$ cat config.mk
export PLATFORM = sky130hd
export DESIGN_NAME = pmem_scheduler
export DESIGN_NICKNAME = d
export VERILOG_FILES = /design/src/rtl/pmem_scheduler.sv
export SDC_FILE = /design/constraint.sdc
export NUM_CORES = 1
export LEC_CHECK = 0
export CAP_MARGIN = 20
export CORE_AREA = 2 2 547 549
export CTS_BUF_LIST = sky130_fd_sc_hd__clkbuf_4 sky130_fd_sc_hd__clkbuf_8
export CTS_CLUSTER_DIAMETER = 60
export DETAILED_ROUTE_END_ITERATION = 12
export DIE_AREA = 0 0 549 551
export DONT_BUFFER_PORTS = 1
export HOLD_SLACK_MARGIN = 0.02
export PLACE_DENSITY = 0.3
export SLEW_MARGIN = 20
export SYNTH_ARGS = -nofsm -noshare
export SYNTH_HDL_FRONTEND = slang
export SYNTH_SLANG_ARGS = --single-unit
$ cat constraint.sdc
create_clock -name clk -period 1.75 [get_ports clk]
set_input_delay 0.2625 -clock clk [delete_from_list [all_inputs] [get_ports clk]]
set_output_delay 0.2625 -clock clk [all_outputs]
set_load 0.01 [all_outputs]
$ cat src/rtl/pmem_scheduler.sv
// pmem_scheduler: shares one physical-memory line port between the I-cache
// and the D-cache. Requests are granted round-robin, the winning request is
// latched and pmem is driven only from those registers, and the returned line
// goes back to the winner with a registered one-cycle completion pulse.
//
// Ports
//   clk, rst_n                 clock, asynchronous active-low reset
//   i_addr, i_read             I-cache miss request (level, held until i_resp)
//   i_rdata, i_resp            line and completion pulse back to the I-cache
//   d_addr, d_wdata            D-cache address and write-back line
//   d_read, d_write            D-cache requests (level; read wins if both set)
//   d_rdata, d_resp            line and completion pulse back to the D-cache
//   pm_addr, pm_wdata          pmem address (line aligned) and write line
//   pm_read, pm_write          pmem strobes (level, held until pm_resp)
//   pm_rdata, pm_resp          pmem read line and completion
//
// Optional build macro PMEM_SCHED_STATS_EN adds parameter CNT_W and the
// stat_i_grants / stat_d_grants / stat_busy_cyc counters with a synchronous
// stat_clr input. Without it the block has no statistics logic.
module pmem_scheduler #(
  parameter int unsigned ADDR_W = 32,
  parameter int unsigned LINE_W = 256
`ifdef PMEM_SCHED_STATS_EN
  ,
  parameter int unsigned CNT_W  = 32
`endif
) (
  input  logic              clk,
  input  logic              rst_n,
`ifdef PMEM_SCHED_STATS_EN
  input  logic              stat_clr,
  output logic [CNT_W-1:0]  stat_i_grants,
  output logic [CNT_W-1:0]  stat_d_grants,
  output logic [CNT_W-1:0]  stat_busy_cyc,
`endif
  input  logic [ADDR_W-1:0] i_addr,
  input  logic              i_read,
  output logic [LINE_W-1:0] i_rdata,
  output logic              i_resp,
  input  logic [ADDR_W-1:0] d_addr,
  input  logic [LINE_W-1:0] d_wdata,
  input  logic              d_read,
  input  logic              d_write,
  output logic [LINE_W-1:0] d_rdata,
  output logic              d_resp,
  output logic [ADDR_W-1:0] pm_addr,
  output logic [LINE_W-1:0] pm_wdata,
  output logic              pm_read,
  output logic              pm_write,
  input  logic [LINE_W-1:0] pm_rdata,
  input  logic              pm_resp
);

  localparam int unsigned OFS_W = $clog2(LINE_W / 8);
  localparam logic [ADDR_W-1:0] OFS_MASK = ADDR_W'((64'd1 << OFS_W) - 64'd1);

  typedef enum logic [1:0] {
    IDLE = 2'd0,
    BUSY = 2'd1,
    RESP = 2'd2
  } state_t;

  state_t state_q, state_d;

  // last_d_q: 1 when the most recent grant went to the D side
  logic last_d_q;
  logic owner_d_q;
  logic op_wr_q;

  logic              grant_c;
  logic              gnt_d_c;
  logic              fin_c;
  logic              wr_c;
  logic [ADDR_W-1:0] sel_addr_c;

  // State register
  always_ff @(posedge clk or negedge rst_n) begin
    if (!rst_n) begin
      state_q <= IDLE;
    end else begin
      state_q <= state_d;
    end
  end

  // Next state, arbitration and transaction-complete decode
  always_comb begin
    state_d    = state_q;
    grant_c    = 1'b0;
    gnt_d_c    = 1'b0;
    fin_c      = 1'b0;
    wr_c       = 1'b0;
    sel_addr_c = i_addr;
    case (state_q)
      IDLE: begin
        if (i_read || d_read || d_write) begin
          grant_c = 1'b1;
          // D wins when alone, or on a tie when I was served last
          gnt_d_c = (d_read || d_write) && (!i_read || !last_d_q);
          state_d = BUSY;
        end
      end
      BUSY: begin
        if (pm_resp) begin
          fin_c   = 1'b1;
          state_d = RESP;
        end
      end
      RESP: begin
        // Gap cycle so the winner can drop its level request
        state_d = IDLE;
      end
      default: begin
        state_d = IDLE;
      end
    endcase
    wr_c       = gnt_d_c && d_write && !d_read;
    sel_addr_c = gnt_d_c ? d_addr : i_addr;
  end

  // Latched request and pmem drive; strobes fall on the edge that sees pm_resp
  always_ff @(posedge clk or negedge rst_n) begin
    if (!rst_n) begin
      last_d_q  <= 1'b1;
      owner_d_q <= 1'b0;
      op_wr_q   <= 1'b0;
      pm_addr   <= '0;
      pm_wdata  <= '0;
      pm_read   <= 1'b0;
      pm_write  <= 1'b0;
    end else if (grant_c) begin
      last_d_q  <= gnt_d_c;
      owner_d_q <= gnt_d_c;
      op_wr_q   <= wr_c;
      pm_addr   <= sel_addr_c & ~OFS_MASK;
      pm_wdata  <= gnt_d_c ? d_wdata : '0;
      pm_read   <= !wr_c;
      pm_write  <= wr_c;
    end else if (fin_c) begin
      pm_read   <= 1'b0;
      pm_write  <= 1'b0;
    end
  end

  // Completion pulse and returned line; both are zero outside the RESP cycle
  always_ff @(posedge clk or negedge rst_n) begin
    if (!rst_n) begin
      i_resp  <= 1'b0;
      d_resp  <= 1'b0;
      i_rdata <= '0;
      d_rdata <= '0;
    end else begin
      i_resp  <= fin_c && !owner_d_q;
      d_resp  <= fin_c && owner_d_q;
      i_rdata <= (fin_c && !owner_d_q && !op_wr_q) ? pm_rdata : '0;
      d_rdata <= (fin_c && owner_d_q && !op_wr_q) ? pm_rdata : '0;
    end
  end

`ifdef PMEM_SCHED_STATS_EN
  // Statistics counters; clear wins over increment, all wrap naturally
  always_ff @(posedge clk or negedge rst_n) begin
    if (!rst_n) begin
      stat_i_grants <= '0;
      stat_d_grants <= '0;
      stat_busy_cyc <= '0;
    end else if (stat_clr) begin
      stat_i_grants <= '0;
      stat_d_grants <= '0;
      stat_busy_cyc <= '0;
    end else begin
      if (grant_c && !gnt_d_c) stat_i_grants <= stat_i_grants + CNT_W'(1);
      if (grant_c && gnt_d_c)  stat_d_grants <= stat_d_grants + CNT_W'(1);
      if (state_q == BUSY)     stat_busy_cyc <= stat_busy_cyc + CNT_W'(1);
    end
  end
`endif

endmodule

# ---- Yosys cells after proc, flatten, opt, wreduce, memory -nomap -nowiden
# Index checks and enable logic that the tools add are counted.
dict set report word_totals {
  wordCells 51
  out_inout_bits 804
  ff_bits 804
  input_bits 582
}
dict set report classes {
  muxes 16
  n_eq_ne 3
  n_reduce_logical 20
}
# operator count
set op_table {}
lappend op_table {{256-bit two-way mux} 3}
lappend op_table {{32-bit two-way mux} 1}
lappend op_table {{1-bit two-way mux} 9}
lappend op_table {{1-bit logical AND} 7}
lappend op_table {{1-bit zero test} 6}
lappend op_table {{1-bit logical OR} 4}
lappend op_table {{2-bit two-way mux} 2}
lappend op_table {{2-bit inequality test (second input constant)} 2}
lappend op_table {{2-bit case mux with 2 select lines} 1}
lappend op_table {{2-bit by 1-bit equality test with 1-bit output (second input constant)} 1}
lappend op_table {{2-bit zero test} 1}
lappend op_table {{2-bit AND reduction} 1}
lappend op_table {{2-bit nonzero test} 1}

# ---- Longest topological paths before layout
dict set report logic_depth {
  word_depth 9
  mapped_depth 7
  depth_no_buf 3
}

# ---- Worst setup path before layout
# No wires, ideal clock.
dict set report synth_path {
  path_kind {register to register}
  from {register last_d_q}
  to {register pm_addr[7]}
  arrival_time_ns 1.433
  n_path_buf 2
  setup_slack_ns 0.191
  setup_time_ns 0.126
  period_less_slack_ns 1.559
  stages_incl_launch_ff 6
  required_ns 1.624
  path_cell_list {dfstp_2 -> a211o_1 -> clkbuf_1 -> clkbuf_1 -> o211a_1 -> a21oi_1}
}
dict set report synth_via {
  elab_chain_len 6
}
# element line_no
set synth_rtl {}
lappend synth_rtl {{from (decl)} 66} ;# logic last_d_q;
lappend synth_rtl {{from (signal assigned)} 131} ;# last_d_q <= gnt_d_c;
lappend synth_rtl {{1-bit zero test} 98} ;# gnt_d_c = (d_read || d_write) && (!i_read || !last_d_q);
lappend synth_rtl {{1-bit logical OR} 98}
lappend synth_rtl {{1-bit logical AND} 98}
lappend synth_rtl {{1-bit two-way mux} 95} ;# if (i_read || d_read || d_write) begin
lappend synth_rtl {{1-bit two-way mux} 93} ;# case (state_q)
lappend synth_rtl {{32-bit two-way mux} 117} ;# sel_addr_c = gnt_d_c ? d_addr : i_addr;
lappend synth_rtl {{to (signal assigned)} 134} ;# pm_addr <= sel_addr_c & ~OFS_MASK;
lappend synth_rtl {{to (decl)} 46} ;# output logic [ADDR_W-1:0] pm_addr,
# Every way passes these cells.
# A chain may end at the register's enable or synchronous reset.

# ---- Final worst setup path
dict set report layout_path {
  from {register state_q[0]}
  to {register pm_wdata[64]}
}
dict set report layout_via {
  elab_chain_len 3
  word_cells_on_any_way 4
  classes_between {3 x mux; 1 x reduce/logical}
}
# element line_no
set layout_rtl {}
lappend layout_rtl {{from (decl)} 63} ;# state_t state_q, state_d;
lappend layout_rtl {{from (signal assigned)} 81} ;# state_q <= state_d;
lappend layout_rtl {{2-bit zero test (*)} 93}
lappend layout_rtl {{1-bit two-way mux} 93}
lappend layout_rtl {{256-bit two-way mux} 135} ;# pm_wdata <= gnt_d_c ? d_wdata : '0;
lappend layout_rtl {{to (signal assigned)} 135}
lappend layout_rtl {{to (decl)} 47} ;# output logic [LINE_W-1:0] pm_wdata,
# Every way passes the cells marked *; elsewhere a longest branch is shown, timed or not.

==> impl_metrics.json <==
{
  "async_reset_ff_share_pct": 100,
  "p_switching_mw": 25.5,
  "fin_worst_hold_slack_ns": -0.676,
  "finalWeightedCongestion": 0.837,
  "synthesis_stage_register_bit_count": 804,
  "gr-total-overflow": 0,
  "critical_path.max_fanout": 7,
  "detail_route.wl_per_cell_um": 23.7,
  "place_inst": 5774,
  "power_density_mw_per_mm2": 1440,
  "syn_inst": 1872,
  "die-area_mm2": 0.302,
  "grt_setup_unrepaired": "yes",
  "power.total_mw": 70.3,
  "floorplan.rows": 200,
  "register_clock_pin_slew_on_the_reported_worst_setup_and_hold_paths_ns": 0.06,
  "clock_sink_count": 804,
  "fin_crit_sh_pct": 107,
  "number_of_max_slew_violations_in_the_final_report": 0,
  "power.ir.vdd_worst_mv": 0.545,
  "tritoncts": "built",
  "finish.cell_count_without_fillers": 7199,
  "fp.dieW_um": 549,
  "synth_enable_flop_cells": 0,
  "synth-seq-area-share_pct": 74.1,
  "ctsLongestPathBuffers": 4,
  "reg2reg_setup_slack_ns": -0.12,
  "crit_path_end_kind": "register",
  "finalHoldViolations": 292,
  "final_period_minus_worst_setup_slack_ns": 1.87,
  "worst-r2r-cell-count": 7,
  "core_area_mm2": 0.296,
  "overall_fraction_of_global_route_tracks_in_use_pct": 10.1,
  "buffer_ports.inserted": 0,
  "status": "finished with violations",
  "timing.critical_path.from_type": "register",
  "cp.required_ns": 2.52,
  "cap_viol_max_count": 0,
  "cts_buffer_count": 158,
  "routed-via-count": 22000,
  "finalWirelength_um": 171000,
  "syn_avg_cell_area_um2": 14.5,
  "critical_path.startpoint": "state_q[0]",
  "pwr-share-seq_pct": 44.0,
  "r2r-end": "pm_wdata[64]",
  "yosys_warnings": 0,
  "layout_setup_ws_ns": -0.119,
  "number_of_distinct_library_cells_after_synthesis": 26,
  "cellInternalPower_mw": 44.8,
  "nets_finish": 3697,
  "grt_first_pass_wirelength_um": 211000,
  "count_leader_synth": "dfrtp_1",
  "firstDrtPassIters": 5,
  "dominantRegCellSynth": "dfrtp_1",
  "synth.cells.most_frequent": "dfrtp_1, and2_1, a22o_1, clkbuf_1, buf_2",
  "critPathKind": "register to register",
  "drt_first_iter_violations": 1791,
  "netlist.area_leader.share_pct": 74.0,
  "clock_insertion_delay_worst_skew_ns": 0.88,
  "syn_to_final_growth_pct": 80.1,
  "boundaryPins": 1386,
  "hp-class": "input port to asynchronous set/reset pin",
  "failing_checks": "negative hold slack, negative setup slack",
  "p_clk_share_pct": 28.9,
  "remaining_drc_errors": 0,
  "worst-endpoint-arrival_ns": 2.63,
  "ys_top_cells_by_area": "dfrtp_1, and2_1, a22o_1, clkbuf_1, buf_2",
  "setup-violations-final": 393,
  "worst_slew_margin_rel_pct": 26.0,
  "ctsRootBufferMaster": "clkbuf_8",
  "post_detailed_route_count_of_antenna_violating_nets": 0,
  "initial_core_util_pct": 9.17,
  "crit_path_end": "pm_wdata[64]",
  "finClkSkew_ns": 0.0487,
  "dp_hpwl_um": 118000,
  "worstReg2RegStart": "state_q[0]",
  "grt_start_max_net_pins": 157,
  "max_clock_freq_mhz": 535,
  "cts.htree.levels": 4,
  "comb_power_share_pct": 27.0,
  "die_h_um": 551,
  "detailedPlace.worstSlack_ns": -0.595,
  "grt_pass1_vias": 23700,
  "netSwitchingFraction_pct": 36.2,
  "post_drt_via_cell_ratio": 3.06,
  "worst-slew-pin-transition_ns": 1.11,
  "antenna_found_initial": 82,
  "syn-cell-area_mm2": 0.0272,
  "drive_above_1_share_pct": 18.5,
  "cellLeakagePower_nw": 21.4,
  "yosys.area.top_type": "dfrtp_1"
}
worst min path at each step:
stage	slack, ns	end	startpoint	cells past startpoint
2_1_floorplan	-0.03	d_rdata[0]	rst_n	0
3_3_place_gp	0.008	d_rdata[52]	rst_n	0
3_5_place_dp	0.30	d_rdata[52]	rst_n	1
4_1_cts	-0.76	d_rdata[52]	rst_n	1
5_1_grt	-0.73	d_rdata[52]	rst_n	1
6_report	-0.68	d_rdata[52]	rst_n	1
power groups by stage:
stage	Clock (mW)	Sequential, mW	Combinational, mW
6_report	20.3	30.9	19.0
5_1_grt	22.0	31.2	20.4
4_1_cts	21.2	30.9	14.9
3_5_place_dp	0	31.0	11.1
3_3_place_gp	0	31.3	10.5
2_1_floorplan	0	27.3	7.09
kinds of logic after synthesis:
family	after synthesis	share of synthesized area, %
simple gates	526	12.1
buf+inv	145	2.36
other cells	1	0.0138
flops	804	74.1
compound gates	396	11.4
per-stage QoR:
step           cell area (um^2)  setup TNS (ns)  utilization (%)  hold WS, ns
2_1_floorplan             27200               0                -      -0.0331
3_3_place_gp              32500          -33.80             11.0      0.00798
3_5_place_dp              32700         -165.04             11.0        0.296
4_1_cts                   46900          -29.69             15.8       -0.763
5_1_grt                   48900          -86.03             16.5       -0.733
6_report                  48900          -18.51             16.5       -0.676
worst max-delay path: stages (launching register included):
cell and delay (ns):
dfrtp_1 0.40, buf_6 0.13, buf_6 0.11, nor2_4 0.20, nand2_8 0.17, clkbuf_16 0.30, clkbuf_16 0.17, a22o_1 0.22
layout make-up:
| cell class | count | area, um^2 |
|---|---|---|
| antenna | 36 | 90.1 |
| clock buffer | 234 | 2930 |
| clock inverter | 35 | 359 |
| fill | 32500 | 247000 |
| inverter | 2 | 7.51 |
| multi-input combinational | 928 | 6560 |
| sequential | 804 | 20200 |
| tap | 3939 | 4930 |
| timing repair buffer | 1221 | 13800 |
cell usage in the layout (no fill, tap or decap), drive strengths merged, types with 2 or more instances in the layout:
master       Yosys  layout
clkinvlp         0       7
a22o           256     256
nand2            2       3
and2           512     512
buf             63     172
a21oi           54      54
o21ai           54      54
inv              2       8
a21o             3       3
diode            0      36
nor2             5       5
dlygate4sd3      0    1008
clkbuf          80     273
nor3             2       2
dfrtp          803     803
bufinv           0       5
clkinv           0      17
o211a           26      26
conb             1       5
registers in the layout, indices dropped and copies added, names as in the netlist:
name,count
pm_wdata,256
d_resp,1
pm_addr,27
op_wr_q,1
i_rdata,256
pm_read,1
d_rdata,256
pm_write,1
i_resp,1
owner_d_q,1
state_q,2
last_d_q,1
what timing repair did:
item	in CTS	in global routing
setup endpoints to repair	870	824
cloned	10	49
resized for setup	135	146
hold endpoints to repair	1271	295
setup buffers	21	35
pin swaps	7	76
hold buffers	1004	7
layer usage:
layer	share of wire (%)	vias to the layer above	wire [um]	GRT usage, %
li1	-	8882	-	-
met1	35	11000	60300	10.2
met2	48	1661	82700	17.6
met3	11	445	18900	4.69
met4	5.0	24	8570	4.53
met5	0.15	-	259	0.250
(Power assumes the default switching activity.)
